**config.mk**
```make
export PLATFORM = sky130hd
export DESIGN_NAME = qspi_rx_ctrl_flat
export DESIGN_NICKNAME = d
export VERILOG_FILES = /design/src/rtl/qspi_rx_ctrl_if.sv /design/src/rtl/qspi_rx_ctrl.sv /design/src/flat_wrapper.sv
export SDC_FILE = /design/constraint.sdc
export NUM_CORES = 1
export LEC_CHECK = 0
export BUFFER_PORTS_ARGS = -buffer_cell sky130_fd_sc_hd__clkbuf_2
export CAP_MARGIN = 25
export CORE_MARGIN = 2
export CORE_UTILIZATION = 45
export DETAILED_ROUTE_END_ITERATION = 12
export HOLD_SLACK_MARGIN = 0.02
export PLACE_DENSITY = 0.67
export REMOVE_ABC_BUFFERS = 1
export SYNTH_ARGS = -nofsm -noshare
export SYNTH_HDL_FRONTEND = slang
export SYNTH_SLANG_ARGS = --single-unit
```
**constraint.sdc**
```tcl
create_clock -name clk_i -period 1.95 [get_ports clk_i]
set_input_delay 0 -clock clk_i [delete_from_list [all_inputs] [get_ports clk_i]]
set_output_delay 0 -clock clk_i [all_outputs]
set_load 0.02 [all_outputs]
```
**src/rtl/qspi_rx_ctrl_if.sv**
```systemverilog
// Handshake and control bundle between the QSPI receive sequencer, the clock
// generator, the RX shift register and the word consumer.
interface qspi_rx_ctrl_if;
    logic       start_i;
    logic       lsb_first_i;
    logic [3:0] nibbles_i;
    logic [4:0] dummy_i;
    logic       cont_i;
    logic       abort_i;
    logic       sample_i;
    logic       word_ready_i;
    logic       sclk_en_o;
    logic       shift_valid_o;
    logic       shift_lsb_o;
    logic       shift_msb_o;
    logic       word_valid_o;
    logic       busy_o;
    logic       done_o;

    modport slave (
        input  start_i, lsb_first_i, nibbles_i, dummy_i, cont_i, abort_i,
               sample_i, word_ready_i,
        output sclk_en_o, shift_valid_o, shift_lsb_o, shift_msb_o,
               word_valid_o, busy_o, done_o
    );

    modport master (
        output start_i, lsb_first_i, nibbles_i, dummy_i, cont_i, abort_i,
               sample_i, word_ready_i,
        input  sclk_en_o, shift_valid_o, shift_lsb_o, shift_msb_o,
               word_valid_o, busy_o, done_o
    );
endinterface

```
**src/rtl/qspi_rx_ctrl.sv**
```systemverilog
// QSPI receive sequencer: dummy phase, per-sample shift strobes for a 1..8
// nibble word, then a held word with valid/ready handshake and optional chaining.
module qspi_rx_ctrl (
    input  logic            clk_i,
    input  logic            rst_ni,
    qspi_rx_ctrl_if.slave   bus
);
    localparam logic [1:0] ST_IDLE  = 2'd0;
    localparam logic [1:0] ST_DUMMY = 2'd1;
    localparam logic [1:0] ST_SHIFT = 2'd2;
    localparam logic [1:0] ST_HOLD  = 2'd3;

    logic [1:0] state_q, state_d;
    logic [4:0] dcnt_q, dcnt_d;
    logic [2:0] ncnt_q, ncnt_d;
    logic       lsb_q, lsb_d;
    logic [3:0] nib_q, nib_d;
    logic [4:0] dummy_q, dummy_d;
    logic       wvld_q, wvld_d;
    logic       done_q, done_d;

    logic       strobe;
    logic       busy;
    logic [3:0] nib_norm;
    logic [4:0] dcnt_inc;
    logic [3:0] ncnt_inc;

    // Zero and anything above a full 32-bit word both mean "full word".
    assign nib_norm = ((bus.nibbles_i == 4'd0) || (bus.nibbles_i > 4'd8)) ? 4'd8
                                                                          : bus.nibbles_i;
    assign strobe   = (state_q == ST_SHIFT) && bus.sample_i && !bus.abort_i;
    assign busy     = (state_q != ST_IDLE);
    assign dcnt_inc = dcnt_q + 5'd1;
    assign ncnt_inc = {1'b0, ncnt_q} + 4'd1;

    always_comb begin
        state_d = state_q;
        dcnt_d  = dcnt_q;
        ncnt_d  = ncnt_q;
        lsb_d   = lsb_q;
        nib_d   = nib_q;
        dummy_d = dummy_q;
        done_d  = 1'b0;
        if (bus.abort_i) begin
            state_d = ST_IDLE;
            dcnt_d  = 5'd0;
            ncnt_d  = 3'd0;
        end else begin
            case (state_q)
                ST_IDLE: begin
                    if (bus.start_i) begin
                        lsb_d   = bus.lsb_first_i;
                        nib_d   = nib_norm;
                        dummy_d = bus.dummy_i;
                        dcnt_d  = 5'd0;
                        ncnt_d  = 3'd0;
                        state_d = (bus.dummy_i != 5'd0) ? ST_DUMMY : ST_SHIFT;
                    end
                end
                ST_DUMMY: begin
                    if (bus.sample_i) begin
                        if (dcnt_inc == dummy_q) begin
                            state_d = ST_SHIFT;
                            dcnt_d  = 5'd0;
                        end else begin
                            dcnt_d  = dcnt_inc;
                        end
                    end
                end
                ST_SHIFT: begin
                    if (strobe) begin
                        if (ncnt_inc == nib_q) begin
                            state_d = ST_HOLD;
                            ncnt_d  = 3'd0;
                        end else begin
                            ncnt_d  = ncnt_inc[2:0];
                        end
                    end
                end
                default: begin
                    // Chained words reuse the latched configuration and skip dummies.
                    if (bus.word_ready_i) begin
                        if (bus.cont_i) begin
                            state_d = ST_SHIFT;
                        end else begin
                            state_d = ST_IDLE;
                            done_d  = 1'b1;
                        end
                    end
                end
            endcase
        end
        wvld_d = (state_d == ST_HOLD);
    end

    always_ff @(posedge clk_i or negedge rst_ni) begin
        if (!rst_ni) begin
            state_q <= ST_IDLE;
            dcnt_q  <= 5'd0;
            ncnt_q  <= 3'd0;
            lsb_q   <= 1'b0;
            nib_q   <= 4'd0;
            dummy_q <= 5'd0;
            wvld_q  <= 1'b0;
            done_q  <= 1'b0;
        end else begin
            state_q <= state_d;
            dcnt_q  <= dcnt_d;
            ncnt_q  <= ncnt_d;
            lsb_q   <= lsb_d;
            nib_q   <= nib_d;
            dummy_q <= dummy_d;
            wvld_q  <= wvld_d;
            done_q  <= done_d;
        end
    end

    assign bus.sclk_en_o     = (state_q == ST_DUMMY) || (state_q == ST_SHIFT);
    assign bus.shift_valid_o = strobe;
    assign bus.shift_lsb_o   = busy && lsb_q;
    assign bus.shift_msb_o   = busy && !lsb_q;
    assign bus.word_valid_o  = wvld_q;
    assign bus.busy_o        = busy;
    assign bus.done_o        = done_q;
endmodule

```
**src/flat_wrapper.sv**
```systemverilog
// flat-port wrapper written by rule: the top's interface ports become plain ports
module qspi_rx_ctrl_flat 
  (clk_i, rst_ni, bus_start_i, bus_lsb_first_i, bus_nibbles_i, bus_dummy_i, bus_cont_i, bus_abort_i, bus_sample_i, bus_word_ready_i, bus_sclk_en_o, bus_shift_valid_o, bus_shift_lsb_o, bus_shift_msb_o, bus_word_valid_o, bus_busy_o, bus_done_o);
  qspi_rx_ctrl_if bus_i ();
  input  logic clk_i;
  input  logic rst_ni;
  input wire logic [$bits(bus_i.start_i)-1:0] bus_start_i;
  input wire logic [$bits(bus_i.lsb_first_i)-1:0] bus_lsb_first_i;
  input wire logic [$bits(bus_i.nibbles_i)-1:0] bus_nibbles_i;
  input wire logic [$bits(bus_i.dummy_i)-1:0] bus_dummy_i;
  input wire logic [$bits(bus_i.cont_i)-1:0] bus_cont_i;
  input wire logic [$bits(bus_i.abort_i)-1:0] bus_abort_i;
  input wire logic [$bits(bus_i.sample_i)-1:0] bus_sample_i;
  input wire logic [$bits(bus_i.word_ready_i)-1:0] bus_word_ready_i;
  output wire logic [$bits(bus_i.sclk_en_o)-1:0] bus_sclk_en_o;
  output wire logic [$bits(bus_i.shift_valid_o)-1:0] bus_shift_valid_o;
  output wire logic [$bits(bus_i.shift_lsb_o)-1:0] bus_shift_lsb_o;
  output wire logic [$bits(bus_i.shift_msb_o)-1:0] bus_shift_msb_o;
  output wire logic [$bits(bus_i.word_valid_o)-1:0] bus_word_valid_o;
  output wire logic [$bits(bus_i.busy_o)-1:0] bus_busy_o;
  output wire logic [$bits(bus_i.done_o)-1:0] bus_done_o;
  assign bus_i.start_i = bus_start_i;
  assign bus_i.lsb_first_i = bus_lsb_first_i;
  assign bus_i.nibbles_i = bus_nibbles_i;
  assign bus_i.dummy_i = bus_dummy_i;
  assign bus_i.cont_i = bus_cont_i;
  assign bus_i.abort_i = bus_abort_i;
  assign bus_i.sample_i = bus_sample_i;
  assign bus_i.word_ready_i = bus_word_ready_i;
  assign bus_sclk_en_o = bus_i.sclk_en_o;
  assign bus_shift_valid_o = bus_i.shift_valid_o;
  assign bus_shift_lsb_o = bus_i.shift_lsb_o;
  assign bus_shift_msb_o = bus_i.shift_msb_o;
  assign bus_word_valid_o = bus_i.word_valid_o;
  assign bus_busy_o = bus_i.busy_o;
  assign bus_done_o = bus_i.done_o;
  qspi_rx_ctrl u_core (.clk_i(clk_i), .rst_ni(rst_ni), .bus(bus_i));
endmodule
```
==> impl_results.md <==
* TritonCTS Sinks at 22
* Detailed-route wire length at 2.935 mm
* Sequential area share after synthesis at 42.11%
* Cell Chain, Critical Path: ha_2, xor2_1, or3_4, a211oi_4, a21oi_2, a31oi_2, o211a_1
* Worst ir drop on vdd at just under 0.7 mV
* DRC viols at 0
* CTS tree: built
* # diodes at 0
* Worst path bufs/invs at 0
* HP Class: input pin to flip-flop
* Pre-Repair DR Iteration Count at 4
* Gate count of the mapped netlist at 128
* Synth Register Bits at 22
* Vias at 1,136
* Synth-to-Final Area Change at 34.26%
* # fillers at 226
* Maxcap violations at 0
* Mapped cell area at between 0.001 and 0.0015 mm^2
* Yosys warns at 0
* Register Area at between 500 and 600 um^2
* Worst Tran Pin Value at about 0.54 ns
* DRT antenna net count at 0
* Latest clock arrival within the worst-skew pair at around 0.32 ns
* Kind of cell adding the most delay to the critical path: compound AO/OA/AOI/OAI gates
* Drt wl/cell at 14.11 um
* Number of CTS-inserted buffers at 3
* Port Buf Inserts at 23
* Clk root buf: clkbuf_4
* Critical path's slowest cell: dfrtp_1
* Drt first-iter violations at 47
* Worst setup EP type: flip-flop
* Leakage power at 0.0008263 uW
* Core Area at ~0.0028 mm^2
* Htree depth at 1
* Synth cell types at 36
* Vias in the first global route at 1,123
* I/O Pins at 24
* Die width at 57.91 um
* Share of layout cells above drive strength 1 at between 20% and 30%
* Slew HR at 64.04%
* Mean Syn Cell Area at 10.21 um^2
* Rows at 19
* Crit path DAT at 2.16 ns
* PnR worst setup slack at just over 0.06 ns
* Setup Viol. Count Final at 0
* Critical path launch point type: flip-flop
* Global-route wire length before repair at 4.871 mm
* Largest area contributor in the synthesized netlist: dfrtp_1
* Setup TNS at 0 ns
* Async set or reset register ratio after synthesis at between 90% and 100%
* Post-DP HPWL at 2.021 mm
* Synth top area share at 42.11%
* Largest net degree at the start of global routing at 23
* Count leader, synth: dfrtp_1
* Synth Flop Type: dfrtp_1
* GRT Util Overall at 18.90%
* Setup CP Type: flip-flop to flip-flop
* Clock tree buffer depth at 2
* RSZ-0062 raised after global routing: true
* Antenna violations before repair at 0
* Max FO, Critical Path at 3
* Worst Skew at 0.005277 ns
* Gr ovfl total at 0
* Post-synth EDFFs at 0
* Fin. max-slew vios at 0
* Pre-CTS WS at 0.03573 ns
* Peak Freq at 0.5293 GHz
* Fin nets at around 200
* Top post-synthesis cells by count: dfrtp_1 (22), nand2_1 (9), a21oi_1 (8), inv_1 (8), mux2_2 (8)
* GPL Wtd Cong at 0.8304
* Crit path largest cell delay at 0.41 ns
* Fin crit share at a little over nine tenths
* Fin. Hold Viols at 0
* Status: finished clean
* Number of vias per cell at 5.462
* Hold slack at 0.1214 ns
* Footprint of the multi-input gates at ~750 um^2
* Die ar. at ~0.0034 mm^2
* PwrDens at 808.4 mW/mm^2
* Top cells by area, synth: dfrtp_1 (42%), mux2_2 (6.9%), ha_1 (6.7%), xnor2_1 (4.7%), a21oi_1 (3.1%)
* Fin crit period at 1.889 ns
* Die Ht at 57.91 um
* Starting density of the core at between 40% and 50%
* Required @ worst endpoint at 2.22 ns
* CTS clk-pin slew, worst paths at between 0.1 and 0.15 ns
-- placed cells by master, fill, tap and decap left out, drive strengths merged, types with 2 or more instances in the layout --
master / n
a211oi: 2
a21oi: 8
a22o: 4
a31oi: 2
and2: 2
buf: 6
clkbuf: 26
dfrtp: 22
dlygate4sd3: 17
ha: 7
inv: 8
mux2: 8
nand2: 9
nand2b: 6
nand3: 4
nand3b: 3
nor2: 4
nor2b: 2
nor3: 2
o211a: 2
o21ai: 8
or3: 2
xnor2: 7
xor2: 4
-- power by group --
| part | total, uW | internal (uW) | switching [uW] |
|---|---|---|---|
| combinational | 475 | 229 | 247 |
| sequential | 591 | 528 | 63.0 |
| clock | 353 | 208 | 145 |
-- tightest hold or removal path, delay by kind of cell --
family | cells | cell delay (ns)
buffers and inverters | 1 | 0.11
multiplexers | 1 | 0.09
AND/OR/NAND/NOR | 1 | 0.08
AO/OA/AOI/OAI | 1 | 0.14
-- per-stage QoR --
stage | instance area (um^2) | std cells | util, % | total power, uW
2_1_floorplan | 1304 | 127 | - | 880.3
3_3_place_gp | 1488 | 185 | 53.95 | 1000
3_5_place_dp | 1488 | 185 | 53.95 | 1012
4_1_cts | 1710 | 206 | 62.02 | 1393
5_1_grt | 1755 | 208 | 63.66 | 1510
6_report | 1755 | 208 | 63.66 | 1419
-- metal layers --
layer / routed length [um] / global-route usage (%) / share of wire (%)
met5: 0 / 0 / 0
met4: 75 / 5.980 / 2.6
met3: 163 / 4.464 / 5.6
met2: 1502 / 32.63 / 51
met1: 1193 / 23.32 / 41
-- final timing paths --
check                                                to  slack [ns]             start  depth (start not counted)
worst min-delay path            u_core.bus.word_valid_o        0.12  bus_word_ready_i                          4
worst min register to register         u_core.ncnt_q[2]        0.53  u_core.ncnt_q[2]                          1
min in group asynchronous             u_core.bus.done_o        0.18            rst_ni                          2
worst max register to register  u_core.bus.word_valid_o        0.06  u_core.ncnt_q[1]                          7
max in group asynchronous              u_core.dcnt_q[3]        1.41            rst_ni                          2
worst max-delay path            u_core.bus.word_valid_o        0.06  u_core.ncnt_q[1]                          7
-- area by class of cell --
cell class / instances / share of cell area (%)
clock buffer: 3 / 1.283
clock inverter: 1 / 1.711
inverter: 8 / 1.711
multi-input combinational: 97 / 42.91
sequential: 22 / 31.36
tap: 31 / 2.210
timing repair buffer: 46 / 18.82
-- sequential cells by signal, indices dropped and copies added, names as in the netlist --
register                 cells
u_core.nib_q                 4
u_core.bus.word_valid_o      1
u_core.dcnt_q                5
u_core.ncnt_q                3
u_core.bus.done_o            1
u_core.dummy_q               5
u_core.state_q               2
u_core.lsb_q                 1
-- kinds of logic (layout without fill, tap and decap cells) --
family | after synthesis | count (layout) | synth area share, %
flops | 22 | 22 | 42.11
simple gates | 37 | 37 | 15.41
fa+ha+maj | 7 | 7 | 6.698
mux | 9 | 9 | 7.656
xor+xnor | 11 | 11 | 7.368
buf+inv | 9 | 58 | 2.584
compound gates | 33 | 33 | 18.18
-- repair_timing --
action                     in CTS  in global routing
hold buffers                   17                  0
gates cloned                    0                  0
setup buffers                   0                  2
pin swaps                       1                  6
setup endpoints to repair       1                  5
hold endpoints to repair       35                  0
resized for setup               0                  7
No activity file was read; power rests on OpenSTA's default activity.
